File: config.mk
export PLATFORM = sky130hd
export DESIGN_NAME = llc_output_encoder_flat
export DESIGN_NICKNAME = d
export VERILOG_FILES = /design/src/rtl/llc_output_encoder_pkg.sv /design/src/rtl/llc_output_encoder_if.sv /design/src/rtl/llc_out_slot.sv /design/src/rtl/llc_output_encoder.sv /design/src/flat_wrapper.sv
export SDC_FILE = /design/constraint.sdc
export NUM_CORES = 1
export LEC_CHECK = 0
export ABC_CLOCK_PERIOD_IN_PS = 1560
export CAP_MARGIN = 15
export CORE_AREA = 2 2 389 391
export CTS_CLUSTER_SIZE = 24
export DETAILED_ROUTE_END_ITERATION = 10
export DIE_AREA = 0 0 391 393
export PLACE_DENSITY_LB_ADDON = 0.12
export SKIP_CTS_REPAIR_TIMING = 1
export SYNTH_ARGS = -nofsm -noshare
export SYNTH_HDL_FRONTEND = slang
export SYNTH_HIERARCHICAL = 1
export SYNTH_SLANG_ARGS = --single-unit
File: constraint.sdc
create_clock -name clk -period 1.56 [get_ports clk]
set_clock_uncertainty 0.15 [all_clocks]
set_input_delay 0.312 -clock clk [delete_from_list [all_inputs] [get_ports clk]]
set_output_delay 0.312 -clock clk [all_outputs]
set_load 0.05 [all_outputs]
File: src/rtl/llc_output_encoder_pkg.sv
// Shared widths, DMA serializer state and outbound message layouts for the LLC output encoder.
// Latency: n/a (types and constants only).
// Backpressure: n/a.
package llc_output_encoder_pkg;

    localparam int RSP_W          = 96;
    localparam int FWD_W          = 64;
    localparam int MEM_W          = 200;
    localparam int WORD_W         = 64;
    localparam int WORDS_PER_LINE = 2;
    localparam int DMA_HDR_W      = 32;
    localparam int WORD_IDX_W     = $clog2(WORDS_PER_LINE);
    localparam int DMA_OUT_W      = DMA_HDR_W + WORD_W;
    localparam int STAT_W         = 16;

    typedef enum logic {IDLE, SEND} llc_dma_state_t;

    // Line viewed as an array of words; word 0 occupies the low bits.
    typedef logic [WORDS_PER_LINE-1:0][WORD_W-1:0] dma_line_t;

    typedef struct packed {
        logic [31:0]  hdr;
        logic [63:0]  line_word;
    } rsp_msg_t;

    typedef struct packed {
        logic [31:0]  hdr;
        logic [31:0]  addr;
    } fwd_msg_t;

    typedef struct packed {
        logic [31:0]  hdr;
        logic [39:0]  addr;
        logic [127:0] line;
    } mem_msg_t;

    typedef struct packed {
        logic [DMA_HDR_W-1:0] hdr;
        logic [WORD_W-1:0]    word;
    } dma_beat_t;

    // Event counter that sticks at all-ones instead of wrapping.
    function automatic logic [STAT_W-1:0] sat_inc(input logic [STAT_W-1:0] v);
        return (&v) ? v : v + 1'b1;
    endfunction

endpackage

File: src/rtl/llc_output_encoder_if.sv
// Bundle of the four LLC outbound valid/ready channels.
// Latency: n/a (wires only).
// Backpressure: each channel holds valid and data until its ready is seen.
interface llc_output_encoder_if;
    import llc_output_encoder_pkg::*;

    logic      llc_rsp_out_valid;
    logic      llc_rsp_out_ready;
    rsp_msg_t  llc_rsp_out_data;

    logic      llc_fwd_out_valid;
    logic      llc_fwd_out_ready;
    fwd_msg_t  llc_fwd_out_data;

    logic      llc_mem_req_valid;
    logic      llc_mem_req_ready;
    mem_msg_t  llc_mem_req_data;

    logic      llc_dma_rsp_out_valid;
    logic      llc_dma_rsp_out_ready;
    dma_beat_t llc_dma_rsp_out_data;
    logic      llc_dma_rsp_out_last;

    modport master (
        output llc_rsp_out_valid, llc_rsp_out_data,
        output llc_fwd_out_valid, llc_fwd_out_data,
        output llc_mem_req_valid, llc_mem_req_data,
        output llc_dma_rsp_out_valid, llc_dma_rsp_out_data, llc_dma_rsp_out_last,
        input  llc_rsp_out_ready, llc_fwd_out_ready, llc_mem_req_ready, llc_dma_rsp_out_ready
    );

    modport slave (
        input  llc_rsp_out_valid, llc_rsp_out_data,
        input  llc_fwd_out_valid, llc_fwd_out_data,
        input  llc_mem_req_valid, llc_mem_req_data,
        input  llc_dma_rsp_out_valid, llc_dma_rsp_out_data, llc_dma_rsp_out_last,
        output llc_rsp_out_ready, llc_fwd_out_ready, llc_mem_req_ready, llc_dma_rsp_out_ready
    );

endinterface

File: src/rtl/llc_out_slot.sv
// One-entry outbound holding register with full bit, can_send and command-while-busy pulse.
// Latency: 1 cycle from send to valid.
// Backpressure: can_send drops only when full and ready is low; a send then is dropped and flagged.
module llc_out_slot #(
    parameter int W = 64
) (
    input  logic         clk,
    input  logic         rst,
    input  logic         send_i,
    input  logic [W-1:0] payload_i,
    input  logic         ready_i,
    output logic         valid_o,
    output logic [W-1:0] data_o,
    output logic         can_send_o,
    output logic         err_o
);

    logic         full_q;
    logic [W-1:0] data_q;

    // Ready frees the slot this same cycle, so a send may overlap the outgoing handshake.
    assign can_send_o = !full_q || ready_i;
    assign err_o      = send_i && !can_send_o;
    assign valid_o    = full_q;
    assign data_o     = data_q;

    // Capture on accepted send (replacing a departing message), otherwise drain on handshake.
    always_ff @(posedge clk) begin
        if (rst) begin
            full_q <= 1'b0;
            data_q <= '0;
        end else if (send_i && can_send_o) begin
            full_q <= 1'b1;
            data_q <= payload_i;
        end else if (full_q && ready_i) begin
            full_q <= 1'b0;
        end
    end

endmodule

File: src/rtl/llc_output_encoder.sv
// LLC transmit encoder: three single-entry message slots plus a DMA line-to-beat serializer.
// Latency: 1 cycle from send command to valid on every channel; DMA emits one word per handshake.
// Backpressure: valid/data held until ready; can_send_* gate the FSM; LLC_OUT_STATS_EN adds handshake counters.
module llc_output_encoder
    import llc_output_encoder_pkg::*;
(
    input  logic                  clk,
    input  logic                  rst,
    input  logic                  send_rsp_i,
    input  logic                  send_fwd_i,
    input  logic                  send_mem_i,
    input  rsp_msg_t              rsp_payload_i,
    input  fwd_msg_t              fwd_payload_i,
    input  mem_msg_t              mem_payload_i,
    input  logic                  send_dma_rsp_i,
    input  logic [DMA_HDR_W-1:0]  dma_hdr_i,
    input  dma_line_t             dma_line_i,
    input  logic [WORD_IDX_W-1:0] dma_first_word_i,
    input  logic [WORD_IDX_W-1:0] dma_last_word_i,
    llc_output_encoder_if.master  out_if,
    output logic                  can_send_rsp_o,
    output logic                  can_send_fwd_o,
    output logic                  can_send_mem_o,
    output logic                  can_send_dma_o,
    output logic                  out_idle_o,
    output logic                  proto_err_o
`ifdef LLC_OUT_STATS_EN
   ,output logic [STAT_W-1:0]     stat_rsp_cnt_o,
    output logic [STAT_W-1:0]     stat_fwd_cnt_o,
    output logic [STAT_W-1:0]     stat_mem_cnt_o,
    output logic [STAT_W-1:0]     stat_dma_cnt_o
`endif
);

    logic rsp_err, fwd_err, mem_err, dma_err;

    llc_out_slot #(.W(RSP_W)) u_rsp_slot (
        .clk(clk), .rst(rst), .send_i(send_rsp_i), .payload_i(rsp_payload_i),
        .ready_i(out_if.llc_rsp_out_ready), .valid_o(out_if.llc_rsp_out_valid),
        .data_o(out_if.llc_rsp_out_data), .can_send_o(can_send_rsp_o), .err_o(rsp_err)
    );

    llc_out_slot #(.W(FWD_W)) u_fwd_slot (
        .clk(clk), .rst(rst), .send_i(send_fwd_i), .payload_i(fwd_payload_i),
        .ready_i(out_if.llc_fwd_out_ready), .valid_o(out_if.llc_fwd_out_valid),
        .data_o(out_if.llc_fwd_out_data), .can_send_o(can_send_fwd_o), .err_o(fwd_err)
    );

    llc_out_slot #(.W(MEM_W)) u_mem_slot (
        .clk(clk), .rst(rst), .send_i(send_mem_i), .payload_i(mem_payload_i),
        .ready_i(out_if.llc_mem_req_ready), .valid_o(out_if.llc_mem_req_valid),
        .data_o(out_if.llc_mem_req_data), .can_send_o(can_send_mem_o), .err_o(mem_err)
    );

    llc_dma_state_t          state_q, state_d;
    logic [WORD_IDX_W-1:0]   cnt_q, cnt_d;
    logic [WORD_IDX_W-1:0]   last_idx_q, last_idx_d;
    logic [DMA_HDR_W-1:0]    hdr_q, hdr_d;
    dma_line_t               line_q, line_d;
    logic                    dma_line_done;
    logic                    proto_err_q;

    // DMA serializer state; everything restarts empty on reset.
    always_ff @(posedge clk) begin
        if (rst) begin
            state_q    <= IDLE;
            cnt_q      <= '0;
            last_idx_q <= '0;
            hdr_q      <= '0;
            line_q     <= '0;
        end else begin
            state_q    <= state_d;
            cnt_q      <= cnt_d;
            last_idx_q <= last_idx_d;
            hdr_q      <= hdr_d;
            line_q     <= line_d;
        end
    end

    // DMA next state and beat outputs; an inverted range collapses to one beat of the first word.
    always_comb begin
        state_d                      = state_q;
        cnt_d                        = cnt_q;
        last_idx_d                   = last_idx_q;
        hdr_d                        = hdr_q;
        line_d                       = line_q;
        can_send_dma_o               = 1'b0;
        dma_err                      = 1'b0;
        dma_line_done                = 1'b0;
        out_if.llc_dma_rsp_out_valid = 1'b0;
        out_if.llc_dma_rsp_out_data  = '0;
        out_if.llc_dma_rsp_out_last  = 1'b0;
        case (state_q)
            IDLE: begin
                can_send_dma_o = 1'b1;
                if (send_dma_rsp_i) begin
                    state_d    = SEND;
                    hdr_d      = dma_hdr_i;
                    line_d     = dma_line_i;
                    cnt_d      = dma_first_word_i;
                    last_idx_d = (dma_last_word_i < dma_first_word_i) ? dma_first_word_i
                                                                      : dma_last_word_i;
                end
            end
            SEND: begin
                dma_err                          = send_dma_rsp_i;
                out_if.llc_dma_rsp_out_valid     = 1'b1;
                out_if.llc_dma_rsp_out_data.hdr  = hdr_q;
                out_if.llc_dma_rsp_out_data.word = line_q[cnt_q];
                out_if.llc_dma_rsp_out_last      = (cnt_q == last_idx_q);
                if (out_if.llc_dma_rsp_out_ready) begin
                    if (cnt_q == last_idx_q) begin
                        state_d       = IDLE;
                        dma_line_done = 1'b1;
                    end else begin
                        cnt_d = cnt_q + 1'b1;
                    end
                end
            end
            default: state_d = IDLE;
        endcase
    end

    // Sticky flag for any command issued while its channel could not take it.
    always_ff @(posedge clk) begin
        if (rst) begin
            proto_err_q <= 1'b0;
        end else if (rsp_err || fwd_err || mem_err || dma_err) begin
            proto_err_q <= 1'b1;
        end
    end

    assign proto_err_o = proto_err_q;
    assign out_idle_o  = !out_if.llc_rsp_out_valid && !out_if.llc_fwd_out_valid &&
                         !out_if.llc_mem_req_valid && (state_q == IDLE);

`ifdef LLC_OUT_STATS_EN
    logic [STAT_W-1:0] rsp_cnt_q, fwd_cnt_q, mem_cnt_q, dma_cnt_q;

    // Completed-handshake counters; DMA counts whole lines at their final beat.
    always_ff @(posedge clk) begin
        if (rst) begin
            rsp_cnt_q <= '0;
            fwd_cnt_q <= '0;
            mem_cnt_q <= '0;
            dma_cnt_q <= '0;
        end else begin
            if (out_if.llc_rsp_out_valid && out_if.llc_rsp_out_ready) rsp_cnt_q <= sat_inc(rsp_cnt_q);
            if (out_if.llc_fwd_out_valid && out_if.llc_fwd_out_ready) fwd_cnt_q <= sat_inc(fwd_cnt_q);
            if (out_if.llc_mem_req_valid && out_if.llc_mem_req_ready) mem_cnt_q <= sat_inc(mem_cnt_q);
            if (dma_line_done)                                        dma_cnt_q <= sat_inc(dma_cnt_q);
        end
    end

    assign stat_rsp_cnt_o = rsp_cnt_q;
    assign stat_fwd_cnt_o = fwd_cnt_q;
    assign stat_mem_cnt_o = mem_cnt_q;
    assign stat_dma_cnt_o = dma_cnt_q;
`endif

endmodule

File: src/flat_wrapper.sv
// flat-port wrapper written by rule: the top's interface ports become plain ports
module llc_output_encoder_flat import llc_output_encoder_pkg::*;
  (clk, rst, send_rsp_i, send_fwd_i, send_mem_i, rsp_payload_i, fwd_payload_i, mem_payload_i, send_dma_rsp_i, dma_hdr_i, dma_line_i, dma_first_word_i, dma_last_word_i, can_send_rsp_o, can_send_fwd_o, can_send_mem_o, can_send_dma_o, out_idle_o, proto_err_o, out_if_llc_rsp_out_valid, out_if_llc_rsp_out_data, out_if_llc_fwd_out_valid, out_if_llc_fwd_out_data, out_if_llc_mem_req_valid, out_if_llc_mem_req_data, out_if_llc_dma_rsp_out_valid, out_if_llc_dma_rsp_out_data, out_if_llc_dma_rsp_out_last, out_if_llc_rsp_out_ready, out_if_llc_fwd_out_ready, out_if_llc_mem_req_ready, out_if_llc_dma_rsp_out_ready);
  llc_output_encoder_if out_if_i ();
  input  logic clk;
  input  logic rst;
  input  logic send_rsp_i;
  input  logic send_fwd_i;
  input  logic send_mem_i;
  input  rsp_msg_t rsp_payload_i;
  input  fwd_msg_t fwd_payload_i;
  input  mem_msg_t mem_payload_i;
  input  logic send_dma_rsp_i;
  input  logic [DMA_HDR_W-1:0] dma_hdr_i;
  input  dma_line_t dma_line_i;
  input  logic [WORD_IDX_W-1:0] dma_first_word_i;
  input  logic [WORD_IDX_W-1:0] dma_last_word_i;
  output logic can_send_rsp_o;
  output logic can_send_fwd_o;
  output logic can_send_mem_o;
  output logic can_send_dma_o;
  output logic out_idle_o;
  output logic proto_err_o;
  output wire logic [$bits(out_if_i.llc_rsp_out_valid)-1:0] out_if_llc_rsp_out_valid;
  output wire logic [$bits(out_if_i.llc_rsp_out_data)-1:0] out_if_llc_rsp_out_data;
  output wire logic [$bits(out_if_i.llc_fwd_out_valid)-1:0] out_if_llc_fwd_out_valid;
  output wire logic [$bits(out_if_i.llc_fwd_out_data)-1:0] out_if_llc_fwd_out_data;
  output wire logic [$bits(out_if_i.llc_mem_req_valid)-1:0] out_if_llc_mem_req_valid;
  output wire logic [$bits(out_if_i.llc_mem_req_data)-1:0] out_if_llc_mem_req_data;
  output wire logic [$bits(out_if_i.llc_dma_rsp_out_valid)-1:0] out_if_llc_dma_rsp_out_valid;
  output wire logic [$bits(out_if_i.llc_dma_rsp_out_data)-1:0] out_if_llc_dma_rsp_out_data;
  output wire logic [$bits(out_if_i.llc_dma_rsp_out_last)-1:0] out_if_llc_dma_rsp_out_last;
  input wire logic [$bits(out_if_i.llc_rsp_out_ready)-1:0] out_if_llc_rsp_out_ready;
  input wire logic [$bits(out_if_i.llc_fwd_out_ready)-1:0] out_if_llc_fwd_out_ready;
  input wire logic [$bits(out_if_i.llc_mem_req_ready)-1:0] out_if_llc_mem_req_ready;
  input wire logic [$bits(out_if_i.llc_dma_rsp_out_ready)-1:0] out_if_llc_dma_rsp_out_ready;
  assign out_if_llc_rsp_out_valid = out_if_i.llc_rsp_out_valid;
  assign out_if_llc_rsp_out_data = out_if_i.llc_rsp_out_data;
  assign out_if_llc_fwd_out_valid = out_if_i.llc_fwd_out_valid;
  assign out_if_llc_fwd_out_data = out_if_i.llc_fwd_out_data;
  assign out_if_llc_mem_req_valid = out_if_i.llc_mem_req_valid;
  assign out_if_llc_mem_req_data = out_if_i.llc_mem_req_data;
  assign out_if_llc_dma_rsp_out_valid = out_if_i.llc_dma_rsp_out_valid;
  assign out_if_llc_dma_rsp_out_data = out_if_i.llc_dma_rsp_out_data;
  assign out_if_llc_dma_rsp_out_last = out_if_i.llc_dma_rsp_out_last;
  assign out_if_i.llc_rsp_out_ready = out_if_llc_rsp_out_ready;
  assign out_if_i.llc_fwd_out_ready = out_if_llc_fwd_out_ready;
  assign out_if_i.llc_mem_req_ready = out_if_llc_mem_req_ready;
  assign out_if_i.llc_dma_rsp_out_ready = out_if_llc_dma_rsp_out_ready;
  llc_output_encoder u_core (.clk(clk), .rst(rst), .send_rsp_i(send_rsp_i), .send_fwd_i(send_fwd_i), .send_mem_i(send_mem_i), .rsp_payload_i(rsp_payload_i), .fwd_payload_i(fwd_payload_i), .mem_payload_i(mem_payload_i), .send_dma_rsp_i(send_dma_rsp_i), .dma_hdr_i(dma_hdr_i), .dma_line_i(dma_line_i), .dma_first_word_i(dma_first_word_i), .dma_last_word_i(dma_last_word_i), .out_if(out_if_i), .can_send_rsp_o(can_send_rsp_o), .can_send_fwd_o(can_send_fwd_o), .can_send_mem_o(can_send_mem_o), .can_send_dma_o(can_send_dma_o), .out_idle_o(out_idle_o), .proto_err_o(proto_err_o));
endmodule
==> flow_summary.json, run 1 <==
{
  "worstPathArrival_ps": 1880,
  "cts_root_buf": "clkbuf_16",
  "via_count": 22800,
  "period_needed_ps": 2340,
  "syn_area_um2": 23100,
  "synth-edff-count": 0,
  "rsz0062_at_grt": "yes",
  "cts.sink_count": 527,
  "wl_um": 123000,
  "initial_utilization": 0.155,
  "hold_path.class": "in2reg",
  "synthFlopType": "dfxtp_1",
  "vias_per_cell": 4.02,
  "synthToLayoutAreaGrowth_pct": 107,
  "fmax_mhz": 427,
  "pwr_density_cell_nw_per_um2": 926,
  "synth_cell_types": 25,
  "drc": 0,
  "period_share": 1.50,
  "yosys.area.top_type": "dfxtp_1",
  "ys_warn_count": 6,
  "pwr-share-comb": 0.264,
  "grt.total_usage": 0.144,
  "coreArea_um2": 149000,
  "slew_violations": 0,
  "die_width_um": 391,
  "ant_nets": 0,
  "violations": "setup timing",
  "cap_violations": 0,
  "antenna_found_initial": 27,
  "dieArea_um2": 154000,
  "synth_area_per_cell_um2": 9.04,
  "max_slew.worst_pin.slew_ps": 523,
  "place_area_um2": 41600,
  "synth_seq_cells": 527,
  "io_buffers": 998,
  "cts_tree": "done",
  "syn_nets": 3086,
  "ios": 999,
  "crit_type": "reg2out",
  "swShare": 0.305,
  "yosysSeqAreaShare": 0.457,
  "start_kind": "flop",
  "design_area_um2": 47800,
  "cp-end-kind": "output pin",
  "worstPathRequired_ps": 1100,
  "drt-initial-drc-count": 874,
  "fin_ws_ps": -784,
  "setup_viol": 851,
  "seq_power_share": 0.342,
  "internal_power_mw": 30.8,
  "mostFrequentLayoutCells": "549 x buf_12, 527 x clkdlybuf4s50_1, 332 x dfxtp_2, 326 x a21oi_1, 325 x nand3_1",
  "p_clk_frac": 0.394,
  "hpwl_um": 87900,
  "netlist_top_cells_area": "dfxtp_1 46%, a21bo_1 10%, a21oi_1 8.0%",
  "gp_congestion": 0.778,
  "worstSkewPairLatency_ps": 650,
  "grt_start_max_net_pins": 74,
  "grt_first_pass_wirelength_um": 164000,
  "synth_top_area_share": 0.457,
  "net-switching-power_mw": 13.5,
  "routedWlPerCell_um": 21.7,
  "grt_overflow": 0,
  "cp_max_fo": 11,
  "r2r_slack_ps": -240,
  "placedCellCount": 5400,
  "ir_drop_mv": 0.570,
  "row_count": 142,
  "dr.pass1.iters": 4,
  "finalHoldViolCount": 0,
  "clockBufferDepth": 3,
  "status": "finished, violations left",
  "synth_cells": 2554,
  "die-height_um": 393,
  "grt_pass1_vias": 22600,
  "async_flop_share": 0,
  "drive_gt1_frac": 0.472,
  "layout_commonest_cell": "buf_12",
  "cts_made_buffers": 76,
  "p_leak_nw": 17.7,
  "clk_pin_slew_worst_paths_ps": 60,
  "slew_headroom": 0.651,
  "nets": 4189,
  "stdcell_count": 5666,
  "cts.htree.levels": 3
}
Yosys cell counts, types with 2 or more instances:
master,count
a21oi_2,157
nor3_1,2
dfxtp_1,527
nand2b_4,3
clkbuf_1,98
a21oi_1,367
a21bo_2,119
nand3_1,361
nor4_1,2
buf_1,26
inv_1,4
a21bo_1,241
buf_6,34
mux2i_1,64
nor2_1,70
buf_2,109
buf_4,8
and2_1,33
nand2_1,323
worst max-delay path, stage by stage (launching register included):
cell and delay, ps:
dfxtp_4 360, buf_12 150, buf_12 190, mux2i_2 300, nor2_4 70, buf_12 150
cell type report:
cell class              count  area [um^2]
diodes                      9         22.5
clock buffers             118         2250
clock inverters            16          209
fillers                 15300       101000
inverters                   4         22.5
multi-input cells        1748        12800
flip-flops and latches    527        11100
well taps                1944         2430
repair buffers           1300        19100
per-stage QoR:
step	total power, mW	hold slack, ps	setup TNS [ps]	setup WS (ps)	utilization
finish	44.3	41.8	-130490	-784	0.321
floorplan	20.1	267	-1200	-27.3	-
global placement	26.0	289	-147660	-404	0.279
global route	46.3	1.06	-194290	-863	0.320
detailed placement	26.0	294	-153360	-405	0.279
CTS	44.0	-267	-147320	-965	0.295
per-layer routing:
metal / GRT usage / up-vias / routed length [um]
met5: 0 / - / 211
met4: 0.0457 / 34 / 3020
met3: 0.0581 / 159 / 10300
met2: 0.243 / 629 / 61400
met1: 0.165 / 10900 / 48100
li1: - / 11100 / -
registers in the layout, summed over array words and instances, names as in the netlist:
signal and count:
u_core/u_mem_slot/data_o 200, u_core/line_q 128, u_core/u_rsp_slot/data_o 96, u_core/u_fwd_slot/data_o 64, u_core/hdr_q 32, u_core/cnt_q 1, u_core/last_idx_q 1, u_core/proto_err_o 1
u_core/state_q 1, u_core/u_fwd_slot/valid_o 1, u_core/u_mem_slot/valid_o 1, u_core/u_rsp_slot/valid_o 1
logic make-up after synthesis:
| group | Yosys count | share of synthesized area |
|---|---|---|
| AOI/OAI and AO/OA | 887 | 0.297 |
| xor gates and xnor gates | 1 | 0.000380 |
| buffers and inverters | 279 | 0.0637 |
| DFF | 527 | 0.457 |
| muxes | 64 | 0.0278 |
| and+or+nand+nor | 796 | 0.154 |
final timing paths:
path | depth (start not counted) | to | from
min reg2reg | 2 | u_core/line_q[43]$_SDFFE_PP0P_ | u_core/line_q[43]$_SDFFE_PP0P_
max reg2reg | 8 | u_core/line_q[30]$_SDFFE_PP0P_ | u_core/state_q$_SDFF_PP0_
max | 5 | out_if_llc_dma_rsp_out_data[56] | u_core/cnt_q$_SDFFE_PP0P_
min | 3 | u_core/line_q[106]$_SDFFE_PP0P_ | dma_line_i[106]
power by group through the flow:
| stage | sequential [mW] | clock [mW] | combinational [mW] |
|---|---|---|---|
| after floorplan | 16.8 | 0 | 3.25 |
| after global placement | 15.3 | 0 | 10.7 |
| after detailed placement | 15.3 | 0 | 10.7 |
| after CTS | 15.0 | 18.3 | 10.7 |
| after global routing | 15.2 | 18.7 | 12.3 |
| final | 15.2 | 17.4 | 11.7 |
Power figures use the tool's default switching activity.
==> run 2: changes to the inputs <==
- CTS_CLUSTER_DIAMETER: unset -> 120
==> flow_summary.json, run 2 (synthesis gave the netlist of run 1 again) <==
{
  "r2r_slack_ps": -230,
  "io_buffers": 998,
  "p_leak_nw": 17.4,
  "die-height_um": 393,
  "setup_viol": 871,
  "drive_gt1_frac": 0.478,
  "mostFrequentLayoutCells": "550 x buf_12, 527 x clkdlybuf4s50_1, 332 x dfxtp_2, 316 x nand3_1, 306 x a21oi_1",
  "routedWlPerCell_um": 22.1,
  "multi_input_area_um2": 12900,
  "holdWs_ps": 33.6,
  "p_total_mw": 36.9,
  "gp_congestion": 0.778,
  "grt_pass1_vias": 22100,
  "grt_use_met2": 0.243,
  "net-switching-power_mw": 12.3,
  "slowest_stage": "dfxtp_4",
  "seq_area_um2": 11100,
  "grt_start_max_net_pins": 74,
  "pwr_density_cell_nw_per_um2": 780,
  "path_cells": "buf_12, buf_12, mux2i_1, nor2_4, buf_12",
  "met1_usage": 0.165,
  "largest_register_ffs": 200,
  "dr.pass1.iters": 4,
  "grt_first_pass_wirelength_um": 162000,
  "wl_um": 124000,
  "layout_commonest_cell": "buf_12",
  "r2r_cells": 9,
  "cap_violations": 0,
  "ios": 999,
  "rsz0062_at_grt": "yes",
  "crit_start": "u_core/cnt_q$_SDFFE_PP0P_",
  "reg2reg_to": "u_core/hdr_q[10]$_SDFFE_PP0P_",
  "cts_tree": "done",
  "period_share": 1.51,
  "antenna_found_initial": 30,
  "drt-initial-drc-count": 886,
  "worstHoldStart": "dma_line_i[43]",
  "seq_power_share": 0.410,
  "worstSkewPairLatency_ps": 650,
  "finalHoldViolCount": 0,
  "clockBufferDepth": 3,
  "fmax_mhz": 423,
  "vias_per_cell": 4.04,
  "cts.htree.levels": 1,
  "hpwl_um": 87900,
  "die_width_um": 391,
  "period_needed_ps": 2360,
  "ant_nets": 0,
  "row_count": 142,
  "swShare": 0.332,
  "via_count": 22700,
  "grt_util_met3": 0.0506,
  "dieArea_um2": 154000,
  "internal_power_mw": 24.6,
  "fin_ws_ps": -803,
  "status": "finished, violations left",
  "cp-end-kind": "output pin",
  "slew_violations": 0,
  "crit_top_cell": "buf_12",
  "cp_max_fo": 11,
  "worstPathArrival_ps": 1900,
  "cts.sink_count": 527,
  "drc": 0,
  "holdPathEnd": "u_core/line_q[43]$_SDFFE_PP0P_",
  "p_clk_frac": 0.263,
  "grt-busiest-layer": "met2",
  "slew_headroom": 0.659,
  "initial_utilization": 0.155,
  "nets": 4184,
  "coreArea_um2": 149000,
  "cts_made_buffers": 30,
  "hold_path.class": "in2reg",
  "synthToLayoutAreaGrowth_pct": 105,
  "ir_drop_mv": 0.772,
  "holdPathStages": 3,
  "r2r-start": "u_core/state_q$_SDFF_PP0_",
  "clk_pin_slew_worst_paths_ps": 110,
  "violations": "setup timing",
  "start_kind": "flop",
  "grt.total_usage": 0.140,
  "grt_overflow": 0,
  "max_slew.worst_pin.slew_ps": 511,
  "worstPathRequired_ps": 1100,
  "crit_type": "reg2out",
  "pwr-share-comb": 0.327,
  "cts_root_buf": "clkbuf_16",
  "fill_cells": 15300,
  "max_stage_delay_ps": 370
}
[run 2: cell types whose count changed in the layout (fill, tap and decap cells not counted), sizes merged]
cell,previous run,this run
clkbuf,162,96
dlygate4sd3,6,26
inv,5,10
buf,723,727
clkinv,11,7
bufinv,3,1
diode,9,11
clkinvlp,1,2
[run 2: worst max-delay path by stage]
stage,end,slack [ps]
after floorplan,out_if_llc_dma_rsp_out_data[35],-30
after global placement,u_core/u_mem_slot/data_o[5]$_SDFFE_PP0P_,-400
after detailed placement,u_core/u_mem_slot/data_o[5]$_SDFFE_PP0P_,-410
after CTS,out_if_llc_dma_rsp_out_last,-980
after global routing,out_if_llc_dma_rsp_out_data[20],-890
final,out_if_llc_dma_rsp_out_data[44],-800
[run 2: worst max-delay path: cells and delay by family (launching register included)]
kind / cells / cell delay (ps)
muxes: 1 / 300
DFF: 1 / 370
buffers and inverters: 3 / 490
and+or+nand+nor: 1 / 70
[run 2: metrics by stage]
step | setup TNS, ps | std cells | util | setup slack [ps] | cell area (um^2)
2_1_floorplan | -1200 | 2554 | - | -27.3 | 23800
3_3_place_gp | -147660 | 5400 | 0.279 | -404 | 41600
3_5_place_dp | -153360 | 5400 | 0.279 | -405 | 41600
4_1_cts | -155220 | 5451 | 0.285 | -983 | 42600
5_1_grt | -205250 | 5619 | 0.317 | -894 | 47300
6_report | -142920 | 5626 | 0.317 | -803 | 47300
[run 2: power groups by stage]
| stage | clock [mW] | sequential, mW | combinational (mW) |
|---|---|---|---|
| 6_report | 9.70 | 15.1 | 12.1 |
| 3_3_place_gp | 0 | 15.3 | 10.7 |
| 5_1_grt | 10.7 | 15.2 | 12.7 |
| 3_5_place_dp | 0 | 15.3 | 10.7 |
| 4_1_cts | 10.4 | 15.0 | 10.7 |
| 2_1_floorplan | 0 | 16.8 | 3.25 |
[run 2: layout make-up]
| class | count | share of cell area |
|---|---|---|
| Timing Repair Buffer | 1341 | 0.419 |
| Multi-Input combinational cell | 1748 | 0.273 |
| Sequential cell | 527 | 0.235 |
| Tap cell | 1944 | 0.0514 |
| Clock buffer | 35 | 0.0171 |
| Clock inverter | 16 | 0.00365 |
| Inverter | 4 | 0.000582 |
| Antenna cell | 11 | 0.000582 |
[run 2: per-layer routing]
layer / vias up / wire length (um)
met5: - / 244
met4: 36 / 2250
met3: 114 / 9570
met2: 595 / 63300
met1: 10900 / 49100
li1: 11100 / -
==> run 3: changes to the inputs <==
- CORE_AREA: 2 2 389 391 -> 2 2 390 392
- DIE_AREA: 0 0 391 393 -> 0 0 392 394
- SYNTH_HIERARCHICAL: 1 -> unset
==> flow_summary.json, run 3 <==
{
  "status": "finished, violations left",
  "violations": "setup timing",
  "drive_gt1_frac": 0.361,
  "start_kind": "flop",
  "seq_power_share": 0.418,
  "slew_violations": 0,
  "grt.total_usage": 0.150,
  "cp-end-kind": "output pin",
  "synth-edff-count": 0,
  "worstPathRequired_ps": 1100,
  "cts_tree": "done",
  "synth_cell_types": 30,
  "synthToLayoutAreaGrowth_pct": 108,
  "r2r-start": "u_core.state_q$_SDFF_PP0_",
  "ios": 999,
  "routedWlPerCell_um": 21.8,
  "stdcell_count": 5662,
  "net-switching-power_mw": 12.0,
  "grt_overflow": 0,
  "reg2reg_to": "u_core.hdr_q[11]$_SDFFE_PP0P_",
  "internal_power_mw": 24.2,
  "yosysSeqAreaShare": 0.513,
  "cts.sink_count": 527,
  "grt_first_pass_wirelength_um": 171000,
  "netlist_top_cells_count": "527 x dfxtp_1, 524 x a21oi_1, 360 x nand3_1, 343 x o21ai_0, 321 x nand2_1",
  "vias_per_cell": 4.00,
  "cts_made_buffers": 31,
  "yosys.area.top_type": "dfxtp_1",
  "io_buffers": 998,
  "ys_warn_count": 0,
  "wl_um": 123000,
  "p_clk_frac": 0.284,
  "cap_violations": 0,
  "row_count": 143,
  "dr.pass1.iters": 5,
  "post-route-util": 0.284,
  "drt-initial-drc-count": 956,
  "max_slew.worst_pin.slew_ps": 443,
  "coreArea_um2": 151000,
  "r2r_cells": 8,
  "die_width_um": 392,
  "async_flop_share": 0,
  "cts_root_buf": "clkbuf_16",
  "swShare": 0.331,
  "dieArea_um2": 154000,
  "slew_headroom": 0.705,
  "largest_register_ffs": 200,
  "p_leak_nw": 15.3,
  "worstSkewPairLatency_ps": 640,
  "synth_seq_cells": 527,
  "grt_pass1_vias": 23000,
  "cts.htree.levels": 1,
  "period_needed_ps": 2370,
  "holdWs_ps": 29.7,
  "nets": 4133,
  "fin_ws_ps": -813,
  "period_share": 1.52,
  "ir_drop_mv": 0.726,
  "pwr_density_cell_nw_per_um2": 847,
  "hpwl_um": 92800,
  "synthFlopType": "dfxtp_1",
  "die-height_um": 394,
  "fmax_mhz": 421,
  "rsz0062_at_grt": "yes",
  "layout_commonest_cell": "buf_12",
  "grt_start_max_net_pins": 53,
  "setup_viol": 740,
  "r2r_slack_ps": -200,
  "gp_congestion": 0.788,
  "holdPathEnd": "u_core.line_q[79]$_SDFFE_PP0P_",
  "syn_nets": 3081,
  "pwr-share-comb": 0.298,
  "syn_area_um2": 20600,
  "finalHoldViolCount": 0,
  "worstPathArrival_ps": 1910,
  "hold_path.class": "in2reg",
  "synth_top_area_share": 0.513,
  "worstHoldStart": "dma_line_i[79]",
  "mostFrequentLayoutCells": "538 x buf_12, 527 x clkdlybuf4s50_1, 505 x a21oi_1, 360 x nand3_1, 343 x o21ai_0",
  "yosysMostFrequentCell": "dfxtp_1",
  "initial_utilization": 0.137,
  "netlist_top_cells_area": "dfxtp_1 51%, a21oi_1 13%, nand3_1 8.8%",
  "placedCellCount": 5503,
  "clockBufferDepth": 3,
  "tns_ps": -128230,
  "synth_area_per_cell_um2": 8.07,
  "p_total_mw": 36.2,
  "synth_cells": 2549,
  "crit_type": "reg2out",
  "via_count": 22700,
  "clk_pin_slew_worst_paths_ps": 100,
  "drc": 0,
  "cp_max_fo": 8,
  "holdPathStages": 3,
  "ant_nets": 0,
  "antenna_found_initial": 41
}
run 3: cell types whose count changed in the layout (fill, tap and decap cells not counted), sizes merged, moves of 2 or more:
| cell | change |
|---|---|
| o21ai | +360 |
| a21bo | -360 |
| diode | -2 |
| nor2b | +3 |
| clkinv | +3 |
| nand2 | -2 |
| bufinv | +2 |
| buf | -31 |
| nor2 | -3 |
| nand2b | -3 |
| clkbuf | -49 |
| dlygate4sd3 | +32 |
run 3: area by class of cell:
cell class,instances,area [um^2]
Antenna cell,9,22.5
Clock buffer,37,840
Clock inverter,18,250
Fill cell,16000,108000
Inverter,7,65.1
Multi-Input combinational cell,1743,9770
Sequential cell,527,11100
Tap cell,2030,2540
Timing Repair Buffer,1291,18200
run 3: metal layers:
| metal | vias to the layer above | track usage | part of all wire |
|---|---|---|---|
| met2 | 671 | 0.260 | 0.49 |
| met4 | 48 | 0.0353 | 0.020 |
| met3 | 152 | 0.0597 | 0.089 |
| met5 | - | 0 | 0.0027 |
| met1 | 10900 | 0.170 | 0.39 |
| li1 | 10900 | - | - |
run 3: through the flow:
stage | setup WS (ps) | instance area (um^2)
floorplan | -143 | 21300
global placement | -471 | 39400
detailed placement | -468 | 39400
CTS | -1030 | 40400
global route | -913 | 42700
finish | -813 | 42800
run 3: kinds of logic after synthesis:
kind of cell    Yosys count  synth area share
compound gates          888             0.217
xor+xnor                  1          0.000426
buf+inv                 279            0.0671
flops                   527             0.513
mux                      64            0.0311
simple gates            790             0.172
run 3: power by group through the flow:
stage | Combinational [mW] | Clock (mW) | Sequential [mW]
detailed placement | 10.3 | 0 | 15.3
CTS | 10.3 | 11.0 | 15.0
global route | 11.4 | 11.3 | 15.2
floorplan | 2.73 | 0 | 16.8
finish | 10.8 | 10.3 | 15.1
global placement | 10.3 | 0 | 15.3
run 3: how the worst max path moves through the flow:
| stage | end | from |
|---|---|---|
| after CTS | out_if_llc_dma_rsp_out_data[15] | u_core.cnt_q$_SDFFE_PP0P_ |
| after global placement | u_core.u_mem_slot.data_o[192]$_SDFFE_PP0P_ | out_if_llc_mem_req_ready |
| after detailed placement | u_core.u_mem_slot.data_o[184]$_SDFFE_PP0P_ | out_if_llc_mem_req_ready |
| after floorplan | out_idle_o | u_core.state_q$_SDFF_PP0_ |
| after global routing | out_if_llc_dma_rsp_out_data[35] | u_core.cnt_q$_SDFFE_PP0P_ |
| final | out_if_llc_dma_rsp_out_data[5] | u_core.cnt_q$_SDFFE_PP0P_ |
run 3: critical path: stages (launching register included):
cell       delay [ps]
dfxtp_4           390
buf_12            150
clkbuf_16         220
mux2i_4           260
nor2_4             60
buf_12            150
